File: src/rtl/pid_pkg.sv
// Shared width helpers and the signed saturation function used by the
// PID controller and its clamp sub-module.
package pid_pkg;

    typedef logic signed [127:0] wide_t;

    function automatic int err_w(input int width);
        return width + 1;
    endfunction

    function automatic int der_w(input int width);
        return width + 2;
    endfunction

    function automatic int sum_w(input int acc_width, input int gain_width);
        return acc_width + gain_width + 2;
    endfunction

    // Clip value into [lo, hi]; clipped reports whether the limit was applied.
    function automatic wide_t sat_signed(input wide_t value, input wide_t lo,
                                         input wide_t hi, output logic clipped);
        clipped = 1'b0;
        if (value > hi) begin
            clipped = 1'b1;
            return hi;
        end
        if (value < lo) begin
            clipped = 1'b1;
            return lo;
        end
        return value;
    endfunction

endpackage

File: src/rtl/sat_clamp.sv
// Combinational signed clip from IN_W bits into [LO, HI] held in OUT_W bits,
// with a flag that is high whenever the input was outside the range.
module sat_clamp import pid_pkg::*; #(
    parameter int     IN_W  = 33,
    parameter int     OUT_W = 32,
    parameter longint LO    = -1,
    parameter longint HI    = 1
) (
    input  logic signed [IN_W-1:0]  din,
    output logic signed [OUT_W-1:0] dout,
    output logic                    clipped
);

    always_comb begin
        clipped = 1'b0;
        dout    = OUT_W'(sat_signed(wide_t'(din), wide_t'(LO), wide_t'(HI), clipped));
    end

endmodule

File: src/rtl/pid_ctrl_sat.sv
// Three-stage fixed-point PID controller with runtime gains, integrator
// anti-windup clamp, optional derivative smoothing and saturated output.
module pid_ctrl_sat import pid_pkg::*; #(
    parameter int     WIDTH      = 16,
    parameter int     QBITS      = 8,
    parameter int     GAIN_WIDTH = 16,
    parameter int     ACC_WIDTH  = 32,
    parameter longint I_LIMIT    = 'h7FFF,
    parameter int     D_SHIFT    = 0
) (
    input  logic                         i_clk,
    input  logic                         i_rst,
    input  logic                         i_valid,
    input  logic signed [WIDTH-1:0]      i_setpoint,
    input  logic signed [WIDTH-1:0]      i_curpoint,
    input  logic signed [GAIN_WIDTH-1:0] i_kp,
    input  logic signed [GAIN_WIDTH-1:0] i_ki,
    input  logic signed [GAIN_WIDTH-1:0] i_kd,
    input  logic                         i_clear,
    output logic                         o_valid,
    output logic signed [WIDTH-1:0]      o_out,
    output logic                         o_sat,
    output logic                         o_i_sat
);

    localparam int ERR_W = err_w(WIDTH);
    localparam int DER_W = der_w(WIDTH);
    localparam int SUM_W = sum_w(ACC_WIDTH, GAIN_WIDTH);
    localparam int P_W   = ERR_W + GAIN_WIDTH;
    localparam int I_W   = ACC_WIDTH + GAIN_WIDTH;
    localparam int D_W   = DER_W + GAIN_WIDTH;
    localparam logic signed [ACC_WIDTH-1:0] I_HI = ACC_WIDTH'(I_LIMIT);
    localparam logic signed [ACC_WIDTH-1:0] I_LO = -I_HI;

    // Handshake: i_valid high at a rising edge accepts exactly one sample (no
    // backpressure); o_valid is a one-cycle pulse three edges later.
    logic signed [ACC_WIDTH-1:0] integ, integ_base, integ_new;
    logic signed [ACC_WIDTH:0]   integ_sum;
    logic signed [ERR_W-1:0]     err, prev_error;
    logic signed [DER_W-1:0]     d_raw, d_filt, d_base, d_new;
    logic signed [DER_W:0]       d_diff;
    logic                        first, first_eff, integ_clip, i_sat_next;

    logic                        s1_valid, s2_valid, s3_valid;
    logic signed [ERR_W-1:0]     s1_err;
    logic signed [ACC_WIDTH-1:0] s1_integ;
    logic signed [DER_W-1:0]     s1_dfilt;
    logic signed [GAIN_WIDTH-1:0] s1_kp, s1_ki, s1_kd;
    logic signed [P_W-1:0]       s2_p;
    logic signed [I_W-1:0]       s2_i;
    logic signed [D_W-1:0]       s2_d;
    logic signed [SUM_W-1:0]     s3_sum, s3_shift;
    logic signed [WIDTH-1:0]     out_clamped;
    logic                        out_clip;

    // A clear arriving with a sample makes that sample start from cleared state.
    always_comb begin
        err        = $signed({i_setpoint[WIDTH-1], i_setpoint})
                   - $signed({i_curpoint[WIDTH-1], i_curpoint});
        first_eff  = first | i_clear;
        integ_base = i_clear ? '0 : integ;
        d_base     = i_clear ? '0 : d_filt;
        d_raw      = first_eff ? '0 : DER_W'(err) - DER_W'(prev_error);
        integ_sum  = (ACC_WIDTH+1)'(integ_base) + (ACC_WIDTH+1)'(err);
        d_diff     = '0;
        if (D_SHIFT == 0) begin
            d_new = d_raw;
        end else begin
            d_diff = (DER_W+1)'(d_raw) - (DER_W+1)'(d_base);
            d_new  = d_base + DER_W'(d_diff >>> D_SHIFT);
        end
        // Landing exactly on the rail counts as saturated, not only clipping.
        i_sat_next = integ_clip || (integ_new == I_HI) || (integ_new == I_LO);
        s3_shift   = s3_sum >>> QBITS;
    end

    sat_clamp #(
        .IN_W (ACC_WIDTH + 1),
        .OUT_W(ACC_WIDTH),
        .LO   (-I_LIMIT),
        .HI   (I_LIMIT)
    ) u_integ_clamp (
        .din    (integ_sum),
        .dout   (integ_new),
        .clipped(integ_clip)
    );

    sat_clamp #(
        .IN_W (SUM_W),
        .OUT_W(WIDTH),
        .LO   (-(64'sd1 <<< (WIDTH - 1))),
        .HI   ((64'sd1 <<< (WIDTH - 1)) - 64'sd1)
    ) u_out_clamp (
        .din    (s3_shift),
        .dout   (out_clamped),
        .clipped(out_clip)
    );

    always_ff @(posedge i_clk) begin
        if (i_rst) begin
            integ      <= '0;
            prev_error <= '0;
            d_filt     <= '0;
            first      <= 1'b1;
            o_i_sat    <= 1'b0;
            s1_valid   <= 1'b0;
            s2_valid   <= 1'b0;
            s3_valid   <= 1'b0;
            s1_err     <= '0;
            s1_integ   <= '0;
            s1_dfilt   <= '0;
            s1_kp      <= '0;
            s1_ki      <= '0;
            s1_kd      <= '0;
            s2_p       <= '0;
            s2_i       <= '0;
            s2_d       <= '0;
            s3_sum     <= '0;
            o_valid    <= 1'b0;
            o_out      <= '0;
            o_sat      <= 1'b0;
        end else begin
            if (i_valid) begin
                integ      <= integ_new;
                prev_error <= err;
                d_filt     <= d_new;
                first      <= 1'b0;
                o_i_sat    <= i_sat_next;
                s1_err     <= err;
                s1_integ   <= integ_new;
                s1_dfilt   <= d_new;
                s1_kp      <= i_kp;
                s1_ki      <= i_ki;
                s1_kd      <= i_kd;
            end else if (i_clear) begin
                integ      <= '0;
                prev_error <= '0;
                d_filt     <= '0;
                first      <= 1'b1;
                o_i_sat    <= 1'b0;
            end
            s1_valid <= i_valid;
            s2_valid <= s1_valid;
            s3_valid <= s2_valid;
            o_valid  <= s3_valid;
            if (s1_valid) begin
                s2_p <= P_W'(s1_err) * P_W'(s1_kp);
                s2_i <= I_W'(s1_integ) * I_W'(s1_ki);
                s2_d <= D_W'(s1_dfilt) * D_W'(s1_kd);
            end
            if (s2_valid) begin
                s3_sum <= SUM_W'(s2_p) + SUM_W'(s2_i) + SUM_W'(s2_d);
            end
            if (s3_valid) begin
                o_out <= out_clamped;
                o_sat <= out_clip;
            end
        end
    end

endmodule

File: config.mk
export PLATFORM = sky130hd
export DESIGN_NAME = pid_ctrl_sat
export DESIGN_NICKNAME = d
export VERILOG_FILES = /design/src/rtl/pid_pkg.sv /design/src/rtl/sat_clamp.sv /design/src/rtl/pid_ctrl_sat.sv
export SDC_FILE = /design/constraint.sdc
export NUM_CORES = 2
export LEC_CHECK = 0
export ABC_AREA = 0
export CAP_MARGIN = 5
export CORE_AREA = 2 2 508 258
export CTS_CLUSTER_DIAMETER = 40
export CTS_CLUSTER_SIZE = 10
export DETAILED_ROUTE_END_ITERATION = 6
export DIE_AREA = 0 0 510 260
export GPL_TIMING_DRIVEN = 0
export PLACE_DENSITY = 0.73
export SYNTH_ARGS = -nofsm -noshare
export SYNTH_HDL_FRONTEND = slang
export SYNTH_SLANG_ARGS = --single-unit
File: constraint.sdc
create_clock -name i_clk -period 7.6 [get_ports i_clk]
set_input_delay 1.52 -clock i_clk [delete_from_list [all_inputs] [get_ports i_clk]]
set_output_delay 1.52 -clock i_clk [all_outputs]
set_load 0.1 [all_outputs]
==> results.sh <==
export IMPL_status="finished clean"
export IMPL_cp_end_kind="register"
export IMPL_hold_viol_final=0
export IMPL_ctsHoldBuffers=0
export IMPL_n_fill_cell=11900
export IMPL_clk_latency_ns=0.65
export IMPL_grt_start_max_net_pins=20
export IMPL_cp_start_kind="register"
export IMPL_root_buffer="clkbuf_16"
export IMPL_arrival_ns=8.01
export IMPL_cts_buffer_depth=3
export IMPL_ys_ff_latch=344
export IMPL_synth_largest_area_cell="fa_1"
export IMPL_routed_wirelength_mm=191
export IMPL_ios=103
export IMPL_antenna_found_initial=14
export IMPL_synth_nets=7960
export IMPL_drt_iter0_drc=5967
export IMPL_first_global_vias=46500
export IMPL_antenna_left=0
export IMPL_peakVddDrop_mv=0.185
export IMPL_synth_area_per_cell_sq_um=8.94
export IMPL_start_util_pct=44.7
export IMPL_setup_viol=0
export IMPL_ys_flop_type="dfxtp_1"
export IMPL_min_period_ns=7.48
export IMPL_htreeDepth=2
export IMPL_wire_per_inst_microns=23.0
export IMPL_crit_type="reg -> reg"
export IMPL_fin_skew_ns=0.0328
export IMPL_syn_area_sq_um=57200
export IMPL_grt_pass1_wl_mm=291
export IMPL_yosysMostFrequentCell="inv_1"
export IMPL_dieArea_sq_um=133000
export IMPL_netlist_area_leader_share_pct=38.6
export IMPL_fp_dieW_microns=510
export IMPL_io_buffer_count=101
export IMPL_synth_edff_count=0
export IMPL_dr_pass1_iters=6
export IMPL_nets=8109
export IMPL_routed_via_density=5.60
export IMPL_ys_top_cells_by_count="inv_1 (1145), fa_1 (1102), nand2_1 (820)"
export IMPL_fin_tns_setup_ns=0
export IMPL_drive_gt1_share_pct=6.16
export IMPL_worstMarginPinSlew_ns=1.23
export IMPL_cts_buffers=48
export IMPL_dr_total_vias=46400
export IMPL_overflow=0
export IMPL_slew_violations=0
export IMPL_num_rows=93
export IMPL_synthDistinctLibCells=93
export IMPL_whs_ns=0.460
export IMPL_p_per_area_nw_per_um2=164
export IMPL_drc_errors=0
export IMPL_chipHeight_microns=260
export IMPL_yosysWarnings=0
export IMPL_cts_sinks=344
export IMPL_p_leak_uw=0.0276
export IMPL_postSynth_asyncResetShare_pct=0
export IMPL_cap_violations=0
export IMPL_ys_seq_area_share_pct=12.0
export IMPL_dp_hpwl_mm=161
export IMPL_synthTopCellsByArea="fa_1 (39%), dfxtp_1 (12%), ha_1 (8.3%)"
export IMPL_gr_usage_all_layers_pct=29.1
export IMPL_period_share_pct=98.5
export IMPL_hold_class="reg -> reg"
export IMPL_cts_tree="done"
export IMPL_clk_pin_slew_ns=0.06
export IMPL_critPathRequiredTime_ns=8.13
export IMPL_coreArea_sq_um=128000
export IMPL_gp_congestion=1.04
export IMPL_synth_cells=6395
export IMPL_max_slew_margin_pct=17.6
export IMPL_fmax_mhz=134
export IMPL_path_max_fanout=10
export IMPL_syn_to_final_growth_pct=10.1
-- final cells by class --
| cell class | count | area (sq um) | share of cell area, % |
|---|---|---|---|
| Multi-Input combinational cell | 4613 | 45200 | 71.9 |
| Antenna cell | 3 | 7.51 | 0.0119 |
| Tap cell | 1710 | 2140 | 3.40 |
| Timing Repair Buffer | 132 | 1250 | 1.98 |
| Buffer | 257 | 1390 | 2.21 |
| Clock buffer | 61 | 1300 | 2.07 |
| Sequential cell | 344 | 7100 | 11.3 |
| Clock inverter | 16 | 213 | 0.338 |
| Inverter | 1148 | 4310 | 6.85 |
-- state kept, by name, indices dropped and copies added (netlist names), 17 cells and up --
register / cells
s3_sum: 42
prev_error: 17
s2_d: 34
s2_p: 33
s1_dfilt: 18
s2_i: 48
s1_err: 17
integ: 32
s1_integ: 32
-- logic make-up (layout without fill, tap and decap cells) --
family / after synthesis / count (layout) / synth area share [%]
muxes: 171 / 171 / 3.00
buffers and inverters: 1438 / 1614 / 9.48
adders and majority gates: 1485 / 1485 / 47.0
DFF: 344 / 344 / 12.0
and+or+nand+nor: 2057 / 2057 / 17.1
other: 0 / 3 / 0
AOI/OAI and AO/OA: 706 / 706 / 8.40
xor gates and xnor gates: 194 / 194 / 3.02
-- worst max-delay path: stages (launching register included) --
cell	delay, ns
dfxtp_4	0.42
buf_8	0.17
nand2_1	0.11
fa_1	0.56
inv_1	0.07
fa_1	0.58
inv_1	0.07
fa_1	0.48
fa_1	0.55
inv_1	0.05
fa_1	0.47
inv_1	0.05
fa_1	0.48
inv_1	0.05
ha_1	0.35
nand3_1	0.10
nand2_1	0.07
a41oi_2	0.22
a21oi_2	0.14
a41oi_2	0.34
a211oi_2	0.14
o31a_1	0.30
a311o_1	0.39
a21o_1	0.19
a21o_1	0.22
a31o_2	0.29
a21o_1	0.21
a2111oi_2	0.30
-- where the power goes --
part / switching [uW] / internal [uW] / leakage (uW) / total (uW)
logic: 3500 / 2190 / 0.0240 / 5690
clock network: 947 / 1280 / 0.000719 / 2220
registers: 427 / 2000 / 0.00286 / 2430
total: 4870 / 5470 / 0.0276 / 10300
-- stage by stage --
stage	instances	instance area, sq um	utilization (%)	total power (uW)	setup slack [ns]
after floorplan	6395	57200	-	5900	0.208
after global placement	8206	60300	47.2	7620	-2.30
after detailed placement	8206	60300	47.2	7750	-2.30
after CTS	8263	62300	48.7	10100	0.000486
after global routing	8282	62900	49.2	10900	-0.0973
final	8284	62900	49.2	10300	0.117
-- worst paths after layout --
kind | to | cells past startpoint | start | slack, ns
worst max-delay path | s2_p[32] | 27 | s1_err[10] | 0.12
worst min-delay path | prev_error[16] | 2 | prev_error[16] | 0.46
worst max register to register | s2_p[32] | 27 | s1_err[10] | 0.12
worst min register to register | prev_error[16] | 2 | prev_error[16] | 0.46
-- timing repair --
action | CTS | global route
setup endpoints to repair | 103 | 87
resized for setup | 250 | 198
cloned | 0 | 0
buffers inserted | 3 | 28
pin swaps | 6 | 23
-- layer usage --
metal	track usage [%]	wire length [microns]	up-vias
met5	0	115	-
met4	4.86	3560	12
met3	13.7	33000	253
met2	35.9	68000	2685
met1	45.3	85900	23200
li1	-	-	20200
-- cells in the final DEF, fill, tap and decap left out, types with 39 or more instances in the layout --
cell type / netlist / layout
dfxtp_1: 344 / 254
dfxtp_2: 0 / 51
o21a_1: 49 / 49
a211oi_1: 63 / 56
a21oi_1: 183 / 173
clkdlybuf4s50_1: 0 / 101
dfxtp_4: 0 / 39
nor3_1: 87 / 84
buf_4: 3 / 42
inv_1: 1145 / 1145
nand3_1: 76 / 76
a21o_1: 78 / 78
nand2b_1: 93 / 93
clkbuf_16: 0 / 48
clkbuf_2: 1 / 59
xnor2_1: 147 / 144
and2_1: 394 / 394
mux2i_1: 169 / 169
clkbuf_1: 263 / 130
nand2_1: 820 / 819
fa_1: 1102 / 1101
nor2_1: 378 / 377
xor2_1: 45 / 44
ha_1: 379 / 376
o21ai_0: 89 / 81
nor2b_1: 59 / 59
(Power assumes the default switching activity.)
